--- src/rtl/ws2812_pkg.sv ---
// Shared WS2812 definitions: default line timing, ns-to-tick conversion and
// the receive FSM state encoding used by the decoder.
package ws2812_pkg;

  localparam int DEF_CLK_FREQ_KHZ      = 10000;
  localparam int DEF_T_HI_THRESHOLD_NS = 500;
  localparam int DEF_T_HI_MIN_NS       = 200;
  localparam int DEF_T_HI_MAX_NS       = 1000;
  localparam int DEF_T_RESET_NS        = 50000;

  localparam logic [1:0] ST_WAIT_RESET = 2'd0;
  localparam logic [1:0] ST_IDLE       = 2'd1;
  localparam logic [1:0] ST_HIGH       = 2'd2;
  localparam logic [1:0] ST_LOW        = 2'd3;

  // Whole clock periods contained in ns (truncating).
  function automatic int ns_to_ticks(input int ns, input int clk_freq_khz);
    return ns / (1000000 / clk_freq_khz);
  endfunction

endpackage

--- src/rtl/ws2812_input_sync.sv ---
// Two-flop synchronizer for the WS2812 line; with WS2812_DECODER_GLITCH_FILTER_EN
// a filter stage only lets the line change after two agreeing synchronized samples.
module ws2812_input_sync
  import ws2812_pkg::*;
(
  input  logic clk,
  input  logic rst_n,
  input  logic async_i,
  output logic line_o
);

  logic meta_q;
  logic sync_q;

  // NOTE: sequential state is updated with <= so every flop samples the pre-edge value.
  always_ff @(posedge clk) begin
    if (!rst_n) begin
      meta_q <= 1'b0;
      sync_q <= 1'b0;
    end else begin
      meta_q <= async_i;
      sync_q <= meta_q;
    end
  end

`ifdef WS2812_DECODER_GLITCH_FILTER_EN
  logic sync_prev_q;
  logic hold_q;
  logic line_d;

  // NOTE: a default before the conditional keeps this combinational block latch-free.
  always_comb begin
    line_d = hold_q;
    if (sync_q == sync_prev_q) line_d = sync_q;
  end

  always_ff @(posedge clk) begin
    if (!rst_n) begin
      sync_prev_q <= 1'b0;
      hold_q      <= 1'b0;
    end else begin
      sync_prev_q <= sync_q;
      hold_q      <= line_d;
    end
  end

  assign line_o = line_d;
`else
  assign line_o = sync_q;
`endif

endmodule

--- src/rtl/ws2812_unipolar_rz_decoder.sv ---
// WS2812 receive decoder: measures each high pulse, emits one bit per pulse and
// flags reset gaps and malformed pulses. Optional WS2812_DECODER_GLITCH_FILTER_EN.
module ws2812_unipolar_rz_decoder
  import ws2812_pkg::*;
#(
  parameter int CLK_FREQ_KHZ      = DEF_CLK_FREQ_KHZ,
  parameter int T_HI_THRESHOLD_NS = DEF_T_HI_THRESHOLD_NS,
  parameter int T_HI_MIN_NS       = DEF_T_HI_MIN_NS,
  parameter int T_HI_MAX_NS       = DEF_T_HI_MAX_NS,
  parameter int T_RESET_NS        = DEF_T_RESET_NS
) (
  input  logic clk,
  input  logic rst_n,
  input  logic encoded_input,
  output logic databit,
  output logic data_valid,
  output logic reset_detected,
  output logic pulse_error
);

  localparam int T_HI_THRESHOLD_TICKS = ns_to_ticks(T_HI_THRESHOLD_NS, CLK_FREQ_KHZ);
  localparam int T_HI_MIN_TICKS       = ns_to_ticks(T_HI_MIN_NS, CLK_FREQ_KHZ);
  localparam int T_HI_MAX_TICKS       = ns_to_ticks(T_HI_MAX_NS, CLK_FREQ_KHZ);
  localparam int T_RESET_TICKS        = ns_to_ticks(T_RESET_NS, CLK_FREQ_KHZ);
  localparam int CNT_W                = $clog2(T_RESET_TICKS + 1);

  localparam logic [CNT_W-1:0] CNT_ONE   = CNT_W'(1);
  localparam logic [CNT_W-1:0] CNT_MAX   = '1;
  localparam logic [CNT_W-1:0] CNT_RESET = CNT_W'(T_RESET_TICKS);
  localparam logic [CNT_W-1:0] CNT_HI_OV = CNT_W'(T_HI_MAX_TICKS + 1);
  localparam logic [CNT_W-1:0] CNT_HI_MN = CNT_W'(T_HI_MIN_TICKS);
  localparam logic [CNT_W-1:0] CNT_HI_TH = CNT_W'(T_HI_THRESHOLD_TICKS);

  logic             line;
  logic             line_prev_q;
  logic             rise, fall;
  logic [1:0]       state_q, state_d;
  logic [CNT_W-1:0] cnt_q, cnt_d, cnt_inc;
  logic             databit_q, databit_d;
  logic             valid_q, valid_d;
  logic             rst_det_q, rst_det_d;
  logic             err_q, err_d;

  ws2812_input_sync u_sync (
    .clk     (clk),
    .rst_n   (rst_n),
    .async_i (encoded_input),
    .line_o  (line)
  );

  assign rise    = line & ~line_prev_q;
  assign fall    = ~line & line_prev_q;
  assign cnt_inc = (cnt_q == CNT_MAX) ? cnt_q : cnt_q + CNT_ONE;

  always_comb begin
    state_d   = state_q;
    cnt_d     = cnt_q;
    databit_d = databit_q;
    valid_d   = 1'b0;
    rst_det_d = 1'b0;
    err_d     = 1'b0;
    case (state_q)
      ST_WAIT_RESET: begin
        if (line) begin
          cnt_d = '0;
        end else begin
          cnt_d = cnt_inc;
          if (cnt_inc == CNT_RESET) begin
            rst_det_d = 1'b1;
            state_d   = ST_IDLE;
          end
        end
      end
      ST_IDLE: begin
        if (rise) begin
          cnt_d   = CNT_ONE;
          state_d = ST_HIGH;
        end
      end
      ST_HIGH: begin
        // Overlong pulses are rejected as soon as they exceed the max, not at the fall.
        if (line) begin
          cnt_d = cnt_inc;
          if (cnt_inc == CNT_HI_OV) begin
            err_d   = 1'b1;
            cnt_d   = '0;
            state_d = ST_WAIT_RESET;
          end
        end else if (fall) begin
          if (cnt_q < CNT_HI_MN) begin
            err_d   = 1'b1;
            cnt_d   = '0;
            state_d = ST_WAIT_RESET;
          end else begin
            databit_d = (cnt_q >= CNT_HI_TH);
            valid_d   = 1'b1;
            cnt_d     = CNT_ONE;
            state_d   = ST_LOW;
          end
        end
      end
      ST_LOW: begin
        if (rise) begin
          cnt_d   = CNT_ONE;
          state_d = ST_HIGH;
        end else if (!line) begin
          cnt_d = cnt_inc;
          if (cnt_inc == CNT_RESET) begin
            rst_det_d = 1'b1;
            state_d   = ST_IDLE;
          end
        end
      end
      default: begin
        cnt_d   = '0;
        state_d = ST_WAIT_RESET;
      end
    endcase
  end

  always_ff @(posedge clk) begin
    if (!rst_n) begin
      state_q     <= ST_WAIT_RESET;
      cnt_q       <= '0;
      line_prev_q <= 1'b0;
      databit_q   <= 1'b0;
      valid_q     <= 1'b0;
      rst_det_q   <= 1'b0;
      err_q       <= 1'b0;
    end else begin
      state_q     <= state_d;
      cnt_q       <= cnt_d;
      line_prev_q <= line;
      databit_q   <= databit_d;
      valid_q     <= valid_d;
      rst_det_q   <= rst_det_d;
      err_q       <= err_d;
    end
  end

  assign databit        = databit_q;
  assign data_valid     = valid_q;
  assign reset_detected = rst_det_q;
  assign pulse_error    = err_q;

endmodule
--- config.mk ---
export PLATFORM = sky130hd
export DESIGN_NAME = ws2812_unipolar_rz_decoder
export DESIGN_NICKNAME = d
export VERILOG_FILES = /design/src/rtl/ws2812_pkg.sv /design/src/rtl/ws2812_input_sync.sv /design/src/rtl/ws2812_unipolar_rz_decoder.sv
export SDC_FILE = /design/constraint.sdc
export NUM_CORES = 1
export LEC_CHECK = 0
export BUFFER_PORTS_ARGS = -buffer_cell sky130_fd_sc_hd__buf_2
export CORE_MARGIN = 4
export CORE_UTILIZATION = 34
export DETAILED_ROUTE_END_ITERATION = 10
export PLACE_DENSITY_LB_ADDON = 0.25
export REMOVE_ABC_BUFFERS = 1
export SLEW_MARGIN = 20
export SYNTH_ARGS = -nofsm -noshare
export SYNTH_HDL_FRONTEND = slang
export SYNTH_SLANG_ARGS = --single-unit
--- constraint.sdc ---
create_clock -name clk -period 2.37 [get_ports clk]
set_clock_uncertainty 0.05 [all_clocks]
set_input_delay 0.474 -clock clk [delete_from_list [all_inputs] [get_ports clk]]
set_output_delay 0.474 -clock clk [all_outputs]
set_load 0.05 [all_outputs]
==> results of run 1 <==
## kinds of logic (layout without fill, tap and decap cells)
kind of cell	count (synthesis)	after routing	share of synthesized area, %
and+or+nand+nor	77	77	32.07
DFF	18	18	24.83
buffers and inverters	21	30	6.466
adders and majority gates	7	7	6.034
AOI/OAI and AO/OA	59	59	28.80
xor gates and xnor gates	3	3	1.811
## worst max-delay path, delay by kind of cell, from the launching register on
kind | cells | cell delay (ps)
compound gates | 3 | 600
buf+inv | 1 | 230
flops | 1 | 470
simple gates | 2 | 720
## state kept, by name, indices dropped and copies added, names as in the netlist
signal	flops
pulse_error	1
state_q	2
cnt_q	9
reset_detected	1
u_sync.line_o	1
databit	1
data_valid	1
u_sync.meta_q	1
line_prev_q	1
## metal layers
layer  wire length [microns]  vias to the layer above  share of wire [%]  global-route usage, %
met3                     246                        8                6.6                  4.104
li1                        -                      720                  -                      -
met1                    1689                      647                 46                  20.20
met4                      91                        0                2.5                  5.433
met2                    1676                       44                 45                  22.84
met5                       0                        -                  0                      0
## area by class of cell
class	instances	area, sq um	area share [%]
inverter	8	30.03	1.839
multi-input combinational	146	1003	61.46
sequential	18	361.6	22.15
tap	50	62.56	3.831
timing repair buffer	18	120.1	7.356
clock buffer	4	55.05	3.372
## stage by stage
step | cells | hold WS (ps) | setup WS (ps) | power [uW] | util, %
CTS | 244 | 365.3 | 124.8 | 659.8 | 40.06
detailed placement | 240 | 377.5 | 151.2 | 399.5 | 38.70
global placement | 240 | 374.1 | 115.4 | 400.2 | 38.70
finish | 244 | 370.6 | 207.9 | 653.1 | 40.24
floorplan | 172 | 361.8 | 61.82 | 365.4 | -
global route | 244 | 374.5 | 38.17 | 684.1 | 40.24
## layout by cell type (no fill, tap or decap), drive strengths merged, types with 5 or more instances in the layout
| master | instances |
|---|---|
| ha | 7 |
| inv | 8 |
| nor3 | 5 |
| a21oi | 8 |
| dfxtp | 18 |
| nand2 | 11 |
| buf | 18 |
| o211ai | 7 |
| nor2 | 10 |
| and2 | 8 |
| o21ai | 12 |
| nand3 | 10 |
## what timing repair did
action / in CTS / in global routing
gates resized for setup: 0 / 2
hold endpoints to repair: 0 / 0
endpoints found under the setup margin: 0 / 4
buffers inserted: 0 / 0
## power by group through the flow
| stage | sequential, uW | clock (uW) | combinational, uW |
|---|---|---|---|
| finish | 318 | 258 | 76.3 |
| global route | 320 | 282 | 82.6 |
| CTS | 318 | 267 | 74.6 |
| detailed placement | 325 | 0 | 74.3 |
| global placement | 325 | 0 | 75.3 |
| floorplan | 329 | 0 | 36.9 |
## path summary, 6_finish.rpt
check | endpoint | from | cells past startpoint | slack (ps)
max | cnt_q[0] | cnt_q[2] | 6 | 210
min reg2reg | u_sync.line_o | u_sync.meta_q | 1 | 390
max reg2reg | cnt_q[0] | cnt_q[2] | 6 | 210
min | u_sync.meta_q | encoded_input | 2 | 370
==> results.md, run 1 <==
* Length of the first detailed-routing pass in iterations at 4
* Final min period at 2162 ps
* Number of warnings reported in the yosys synthesis log at 0
* Clock latency on the worst-skew pair at 260 ps
* Clock network fraction of total power at 39.6%
* Total count of hold-check failures in the final report at 0
* Total Routing Usage GR at 14.98%
* Mean instance size in the synthesized netlist at 7.845 sq um
* Remaining global-route overflow at 0
* Ratio of cells with drive above 1 in the final layout at 16.49%
* Slew at the pin with the worst max-slew slack at 497.1 ps
* Type of the worst setup path: reg2reg
* Pin count of the biggest net entering global routing at 17
* Diode insertion count for antenna repair at 0
* Total power per unit cell area at 400.0 nW/um^2
* First-pass GRT wire length at 6299 microns
* Share of total power in combinational logic at 11.7%
* Top cell type by total area after synthesis: sky130_fd_sc_hd__dfxtp_1
* Setup violators final at 0
* Dominant synthesized flop cell: sky130_fd_sc_hd__dfxtp_1
* Max H-tree Level at 1
* Clock tree buffer depth at 2
* Number of library cell types mapped by synthesis at 59
* Count of flip-flops with a built-in enable after synthesis at 0
* Highest achievable clock rate at 462.5 MHz
* Switching power summed over all nets at 162.8 uW
* Cell with the most instances after synthesis: sky130_fd_sc_hd__dfxtp_1
* Total Wirelength at 3704 microns
* Width of the die at 73.34 microns
* Layout Cell Area excl Fill at 1633 sq um
* Synth top area share at 24.83%
* Number of antenna-violating nets in the routed design at 0
* Seq pwr share at 48.8%
* Vias in the first global route at 1287
* Residual DRC count at 0
* Post-synthesis cell count at 185
* Ratio of final minimum period to clock period at 91.23%
* Leading cell types by count after synthesis: sky130_fd_sc_hd__dfxtp_1 (18), sky130_fd_sc_hd__nand2_1 (11), sky130_fd_sc_hd__nand3_1 (10), sky130_fd_sc_hd__nor2_1 (10), sky130_fd_sc_hd__o21ai_0 (10)
* Area of the die at 5378 sq um
* Post-synthesis instance area at 1451 sq um
* NumNets Final at 205
* Clk sink count at 18
* Number of placement rows at 23
* Number of vias after detailed routing at 1419
* Total of hold buffers inserted after clock tree synthesis at 0
* Total Neg Setup Slack at 0 ps
* Outcome: finished clean
* Endpoint required time on the critical path at 2470 ps
* Kind of capture point of the worst setup path: register
* Maximum fanout count along the critical path at 14
* Die height at 73.34 microns
* Critical path, cell by cell: buf_4 > or4_1 > o21ai_2 > and2_1 > o211ai_1 > a32o_1
* Final number of max-transition violations at 0
* Nature of the critical path startpoint: register
* Worst voltage drop across the vdd grid at 0.2262 mV
* Largest stage delay, worst path at 540 ps
* Starting Density at 35.77%
* CP max stage cell: sky130_fd_sc_hd__or4_1
* Count of routing violations after the opening detailed-route iteration at 115
* Leakage power at 0.0006157 uW
* Clock transition at path regs at 70 ps
* Detail Placement HPWL at 2848 microns
* RePlAce Congestion at 0.8872
* Wirelength per Cell at 15.18 microns
* Max-Slew Margin vs Limit at 66.66%
* Share of async-settable or async-resettable flops after synthesis at 0%
* Internal power contribution at 490.3 uW
* Top cells by area in the synthesized netlist: sky130_fd_sc_hd__dfxtp_1 (25%), sky130_fd_sc_hd__ha_1 (6.0%), sky130_fd_sc_hd__o211ai_1 (3.6%)
* Number of antenna violations at the first check in global routing at 0
* Class of the tightest hold or removal check: in2reg
* Instance area after placement at 1570 sq um
* Arrival time of data at the critical path endpoint at 2260 ps
* Number of CTS-inserted buffers at 3
* Sequential fraction of the synthesis area at 24.83%
* Core area at 4058 sq um
* Switching portion of total power at 24.93%
* Reported max-cap violation count at 0
* Setup repair after global routing missed its margin: false
* Count of state elements after synthesis at 18
* Relative area change from synthesis to final layout at 12.50%
* Top Ports at 7
* Clock tree from TritonCTS: yes
* Port buffer count at 6
* Number of filler cells placed in the layout at 415
* CTS Root Cell: sky130_fd_sc_hd__clkbuf_8
* Post-detailed-route via-to-cell ratio at 5.816
Power figures use the tool's default switching activity.
==> run 2: changes to the inputs <==
- CORE_ASPECT_RATIO: not set -> 0.7
- CORE_MARGIN: 4 -> 5
- clock period: 2.37 -> 2.4 ns (I/O delays scaled with it)
==> run 2 against run 1 <==
Against the previous run:
- clock-buffer cell count stayed put
- clock power is 4% higher
- non-clock buffer count is 2 lower
- first-iteration DRC count is 4.3% higher
- sequential cell count stayed put
- critical path type unchanged
- largest cell class unchanged
==> results.md, run 2 (same netlist as run 1, synthesis figures left out) <==
* Outcome: finished clean
* Port buffer count at 6 (unchanged)
* Leading registers by flop count: cnt_q (9), state_q (2)
* Core area at 4018 sq um (-0.99%)
* Instance area after placement at 1558 sq um (-0.80%)
* Maximum fanout count along the critical path at 5 (-9)
* Length of the first detailed-routing pass in iterations at 4 (unchanged)
* Area of the die at 5696 sq um (+5.9%)
* Launch instance of the worst min-delay path: encoded_input
* Class of the tightest hold or removal check: in2reg
* Core utilization of the finished layout at 40.27% (about the same)
* Leading cell type in the layout, fill and taps excluded: sky130_fd_sc_hd__dfxtp_1
* Number of antenna-violating nets in the routed design at 0 (unchanged)
* Nature of the critical path startpoint: register
* Total Neg Setup Slack at 0 ps (unchanged)
* Die height at 64.67 microns (-12%)
* Max-Slew Margin vs Limit at 63.06% (-3.6 points)
* Setup violators final at 0 (unchanged)
* Post-detailed-route via-to-cell ratio at 6.090 (+4.7%)
* Wirelength per Cell at 16.72 microns (+10%)
* Reported max-cap violation count at 0 (unchanged)
* Kind of capture point of the worst setup path: register
* Type of the worst setup path: reg2reg
* Ratio of cells with drive above 1 in the final layout at 15.10% (-1.4 points)
* Clock latency on the worst-skew pair at 270 ps (about the same)
* Residual DRC count at 0 (unchanged)
* Remaining global-route overflow at 0 (unchanged)
* Diode insertion count for antenna repair at 0 (unchanged)
* Leading cell types in the layout, fill and taps excluded: sky130_fd_sc_hd__dfxtp_1 (18), sky130_fd_sc_hd__nand2_1 (11), sky130_fd_sc_hd__nor2_1 (10), sky130_fd_sc_hd__nand3_1 (10), sky130_fd_sc_hd__buf_4 (10)
* Total Routing Usage GR at 15.81% (+0.83 points)
* Relative area change from synthesis to final layout at 11.47%
* Worst voltage drop across the vdd grid at 0.2262 mV (about the same)
* NumNets Final at 203 (-0.98%)
* Layout Cell Area excl Fill at 1618 sq um (-0.92%)
* CTS Root Cell: sky130_fd_sc_hd__clkbuf_8
* Clock transition at path regs at 80 ps (about the same)
* Clk sink count at 18 (unchanged)
* Final number of max-transition violations at 0 (unchanged)
* Number of placement rows at 19 (-17%)
* Total count of hold-check failures in the final report at 0 (unchanged)
* Count of routing violations after the opening detailed-route iteration at 120 (+4.3%)
* Number of flip-flops in the largest register at 9 (unchanged)
* Width of the die at 88.09 microns (+20%)
* Endpoint required time on the critical path at 2510 ps (+40 ps)
* Crit. Startpoint: cnt_q[1]
* Number of antenna violations at the first check in global routing at 0 (unchanged)
* Max H-tree Level at 1 (unchanged)
* RePlAce Congestion at 0.9301 (+4.8%)
* Detail Placement HPWL at 3005 microns (+5.5%)
* Total chip power at 656.3 uW (+0.48%)
* Top Ports at 7 (unchanged)
* Starting Density at 36.13% (+0.36 points)
* Clock tree buffer depth at 2 (unchanged)
* Number of CTS-inserted buffers at 3 (unchanged)
* Slew at the pin with the worst max-slew slack at 553.3 ps (+56.16 ps)
* Register bank with the most flops: cnt_q
* Pin count of the biggest net entering global routing at 17 (unchanged)
* Vias in the first global route at 1431 (+11%)
* Number of vias after detailed routing at 1486 (+4.7%)
* Final min period at 2225 ps (+62.77 ps)
* Arrival time of data at the critical path endpoint at 2340 ps (+80 ps)
* Ratio of final minimum period to clock period at 92.70% (+1.5 points)
* Total of hold buffers inserted after clock tree synthesis at 0 (unchanged)
* Setup repair after global routing missed its margin: false
* Total Wirelength at 4080 microns (+10%)
* Total power per unit cell area at 405.6 nW/um^2 (+1.4%)
* Worst reg2reg path startpoint: cnt_q[1]
* Leakage power at 0.0006043 uW (-1.8%)
* Clock tree from TritonCTS: yes
* First-pass GRT wire length at 7120 microns (+13%)
* Highest achievable clock rate at 449.5 MHz (-2.8%)
* Hold slack final at 369.5 ps (-1.139 ps)
-- run 2: power breakdown --
part	total, uW	switching (uW)	internal [uW]
Sequential	313	8.24	304
Combinational	75.7	43.0	32.7
Clock	268	122	146
Total	656	173	483
-- run 2: repair_timing --
item	4_1_cts	5_1_grt
endpoints found under the setup margin	0	3
gates resized for setup	0	2
buffers inserted	0	0
-- run 2: final cells by class --
| cell class | instances | area [sq um] |
|---|---|---|
| clock buffer | 4 | 55.05 |
| multi-input combinational | 146 | 1002 |
| inverter | 8 | 30.03 |
| sequential | 18 | 360.3 |
| fill | 414 | 2400 |
| timing repair buffer | 16 | 105.1 |
| tap | 52 | 65.06 |
-- run 2: routing by layer --
metal	wire [microns]	GRT usage (%)
met1	2073	23.00
met4	62	4.717
met5	0	0
met2	1680	22.65
met3	263	4.304
-- run 2: worst paths after layout --
path,slack (ps),cells after the start,endpoint
worst max-delay path,180,7,cnt_q[5]
worst min-delay path,370,2,u_sync.meta_q
worst max register to register,180,7,cnt_q[5]
worst min register to register,400,1,u_sync.line_o
-- run 2: through the flow --
stage                     cells  worst slack (ps)
final                       244             175.1
after global routing        244             45.44
after CTS                   244             212.5
after detailed placement    240             238.3
after global placement      240             284.4
after floorplan             172             91.82
-- run 2: critical path: stages (launching register included) --
cell and delay (ps):
sky130_fd_sc_hd__dfxtp_1 380, sky130_fd_sc_hd__inv_1 60, sky130_fd_sc_hd__ha_1 320, sky130_fd_sc_hd__nor3b_1 280, sky130_fd_sc_hd__and4_1 290, sky130_fd_sc_hd__o22ai_1 200, sky130_fd_sc_hd__o21a_1 260, sky130_fd_sc_hd__a221o_1 290
==> run 3: changes to the inputs <==
- CORE_ASPECT_RATIO: 0.7 -> not set
- SKIP_LAST_GASP: not set -> 1
==> run 3 against run 2 <==
Against the previous run:
- cell area is 0.39% lower
- first-iteration DRC count is 14% lower
- die area is 0.37% lower
- via count is 1.8% lower
- sequential cell count stayed put
- register-to-register slack hardly changed
- wire length is 2.2% lower
- largest cell class unchanged
- clock power is 3% lower
- combinational power is 6.7% lower
- critical endpoint is now cnt_q[1]
- critical path depth is 1 higher
- clock-buffer cell count stayed put
- final cell count is 0.82% lower
==> results.md, run 3 (same netlist as run 1, synthesis figures left out) <==
* Outcome: finished clean
* Maximum fanout count along the critical path at 7 (+2)
* Number of filler cells placed in the layout at 420 (+1.4%)
* Final number of max-transition violations at 0 (unchanged)
* Post-detailed-route via-to-cell ratio at 6.029 (-1.0%)
* Top Ports at 7 (unchanged)
* CP max stage cell: sky130_fd_sc_hd__dfxtp_1
* Number of vias after detailed routing at 1459 (-1.8%)
* Leading cell type in the layout, fill and taps excluded: sky130_fd_sc_hd__dfxtp_1
* Number of CTS-inserted buffers at 3 (unchanged)
* Total Routing Usage GR at 15.75% (-0.066 points)
* Clock tree buffer depth at 2 (unchanged)
* CTS Root Cell: sky130_fd_sc_hd__clkbuf_8
* Final min period at 2222 ps (-3.356 ps)
* First-pass GRT wire length at 6962 microns (-2.2%)
* Path length in cells of the critical path at 8 (+1)
* Max-Slew Margin vs Limit at 64.06% (+1.0 points)
* Residual DRC count at 0 (unchanged)
* Port buffer count at 6 (unchanged)
* Total Neg Setup Slack at 0 ps (unchanged)
* Register bank with the most flops: cnt_q
* Vias in the first global route at 1374 (-4.0%)
* Cell type group with the largest total delay on the critical path: compound AO/OA/AOI/OAI gates
* Total power per unit cell area at 400.3 nW/um^2 (-1.3%)
* Depth of the most critical reg-to-reg path at 8 (+1)
* Diode insertion count for antenna repair at 0 (unchanged)
* Reported max-cap violation count at 0 (unchanged)
* Total of hold buffers inserted after clock tree synthesis at 0 (unchanged)
* NumNets Final at 203 (unchanged)
* Critical path, cell by cell: inv_1 > ha_1 > o21a_1 > nor3_1 > o21a_1 > o21ai_0 > buf_4 > o32ai_1
* Number of antenna-violating nets in the routed design at 0 (unchanged)
* Leading registers by flop count: cnt_q (9), state_q (2)
* Clock transition at path regs at 80 ps (about the same)
* Highest achievable clock rate at 450.1 MHz (+0.15%)
* Largest stage delay, worst path at 390 ps (about the same)
* Clock tree from TritonCTS: yes
* Layout Cell Area excl Fill at 1612 sq um (-0.39%)
* Clk sink count at 18 (unchanged)
* Pin count of the biggest net entering global routing at 17 (unchanged)
* Die height at 75.34 microns (+17%)
* Number of placement rows at 23 (+4)
* Leakage power at 0.0006046 uW (about the same)
* Clock latency on the worst-skew pair at 260 ps (about the same)
* Ratio of final minimum period to clock period at 92.56% (-0.14 points)
* Starting Density at 35.77% (-0.36 points)
* Core area at 4058 sq um (+1.0%)
* Arrival time of data at the critical path endpoint at 2340 ps (about the same)
* Most frequent cell on the critical path: sky130_fd_sc_hd__o21a_1
* Nature of the critical path startpoint: register
* Number of antenna violations at the first check in global routing at 0 (unchanged)
* Total Wirelength at 3991 microns (-2.2%)
* Kind of capture point of the worst setup path: register
* Leading cell types in the layout, fill and taps excluded: sky130_fd_sc_hd__dfxtp_1 (17), sky130_fd_sc_hd__nand2_1 (11)
* Instance area after placement at 1555 sq um (-0.16%)
* Endpoint required time on the critical path at 2520 ps (about the same)
* RePlAce Congestion at 0.8253 (-11%)
* Max H-tree Level at 1 (unchanged)
* Number of flip-flops in the largest register at 9 (unchanged)
* Buf+Inv Stages, Crit Path at 2 (+1)
* Wirelength per Cell at 16.49 microns (-1.4%)
* Slew at the pin with the worst max-slew slack at 538.3 ps (-14.95 ps)
* Total count of hold-check failures in the final report at 0 (unchanged)
* Area of the die at 5675 sq um (-0.37%)
* Detail Placement HPWL at 2982 microns (-0.75%)
* Width of the die at 75.34 microns (-14%)
* Type of the worst setup path: reg2reg
* Worst voltage drop across the vdd grid at 0.3063 mV (+35%)
* Core utilization of the finished layout at 39.72% (-0.55 points)
* Count of routing violations after the opening detailed-route iteration at 103 (-14%)
* Ratio of cells with drive above 1 in the final layout at 15.10% (unchanged)
* Length of the first detailed-routing pass in iterations at 4 (unchanged)
* Setup violators final at 0 (unchanged)
* Worst Hold Path Cells at 2 (unchanged)
* Setup repair after global routing missed its margin: false
* Class of the tightest hold or removal check: in2reg
* Relative area change from synthesis to final layout at 11.03%
* Remaining global-route overflow at 0 (unchanged)
## run 3: cell types whose count changed in the layout (fill, tap and decap cells not counted)
cell / previous run / this run
sky130_fd_sc_hd__nor3_2: 1 / 0
sky130_fd_sc_hd__dfxtp_1: 18 / 17
sky130_fd_sc_hd__nor3_1: 4 / 5
sky130_fd_sc_hd__o21ai_1: 2 / 1
sky130_fd_sc_hd__o21ai_0: 9 / 10
sky130_fd_sc_hd__dfxtp_2: 0 / 1
## run 3: worst paths after layout
path                               startpoint            end  slack, ps
worst max-delay path               state_q[1]       cnt_q[1]        180
worst min-delay path            encoded_input  u_sync.meta_q        380
worst max register to register     state_q[1]       cnt_q[1]        180
worst min register to register  u_sync.meta_q  u_sync.line_o        380
## run 3: area by class of cell
class / instances / area (sq um) / area share (%)
clock buffers: 4 / 55.05 / 3.416
inverters: 8 / 30.03 / 1.863
multi-input cells: 146 / 997.2 / 61.88
flip-flops and latches: 18 / 361.6 / 22.44
well taps: 50 / 62.56 / 3.882
repair buffers: 16 / 105.1 / 6.522
## run 3: worst register-to-register path, cell delays in order, from the launching register on
cell	delay [ps]
sky130_fd_sc_hd__dfxtp_1	390
sky130_fd_sc_hd__inv_1	100
sky130_fd_sc_hd__ha_1	270
sky130_fd_sc_hd__o21a_1	200
sky130_fd_sc_hd__nor3_1	370
sky130_fd_sc_hd__o21a_1	250
sky130_fd_sc_hd__o21ai_0	110
sky130_fd_sc_hd__buf_4	160
sky130_fd_sc_hd__o32ai_1	230
## run 3: routing by layer
metal / track usage (%) / up-vias / wire [microns]
met4: 3.495 / 0 / 65
met5: 0 / - / 0
met1: 22.51 / 688 / 1889
met3: 3.298 / 6 / 232
li1: - / 714 / -
met2: 24.35 / 51 / 1803
## run 3: power by group
part	total, uW	internal [uW]	switching [uW]
registers	315	305	10.5
clock network	259	146	113
logic	70.6	30.1	40.5
## run 3: timing repair
action,4_1_cts,5_1_grt
setup buffers,0,0
endpoints found under the setup margin,0,1
gates resized for setup,0,1
## run 3: through the flow
step | setup slack (ps) | hold WS, ps | std cells | total power [uW]
after floorplan | 91.82 | 361.8 | 172 | 360.8
after global placement | 204.0 | 368.6 | 238 | 391.3
after detailed placement | 213.2 | 378.9 | 238 | 391.7
after CTS | 193.4 | 367.0 | 242 | 653.2
after global routing | 4.661 | 369.2 | 242 | 674.7
final | 178.5 | 378.1 | 242 | 645.1
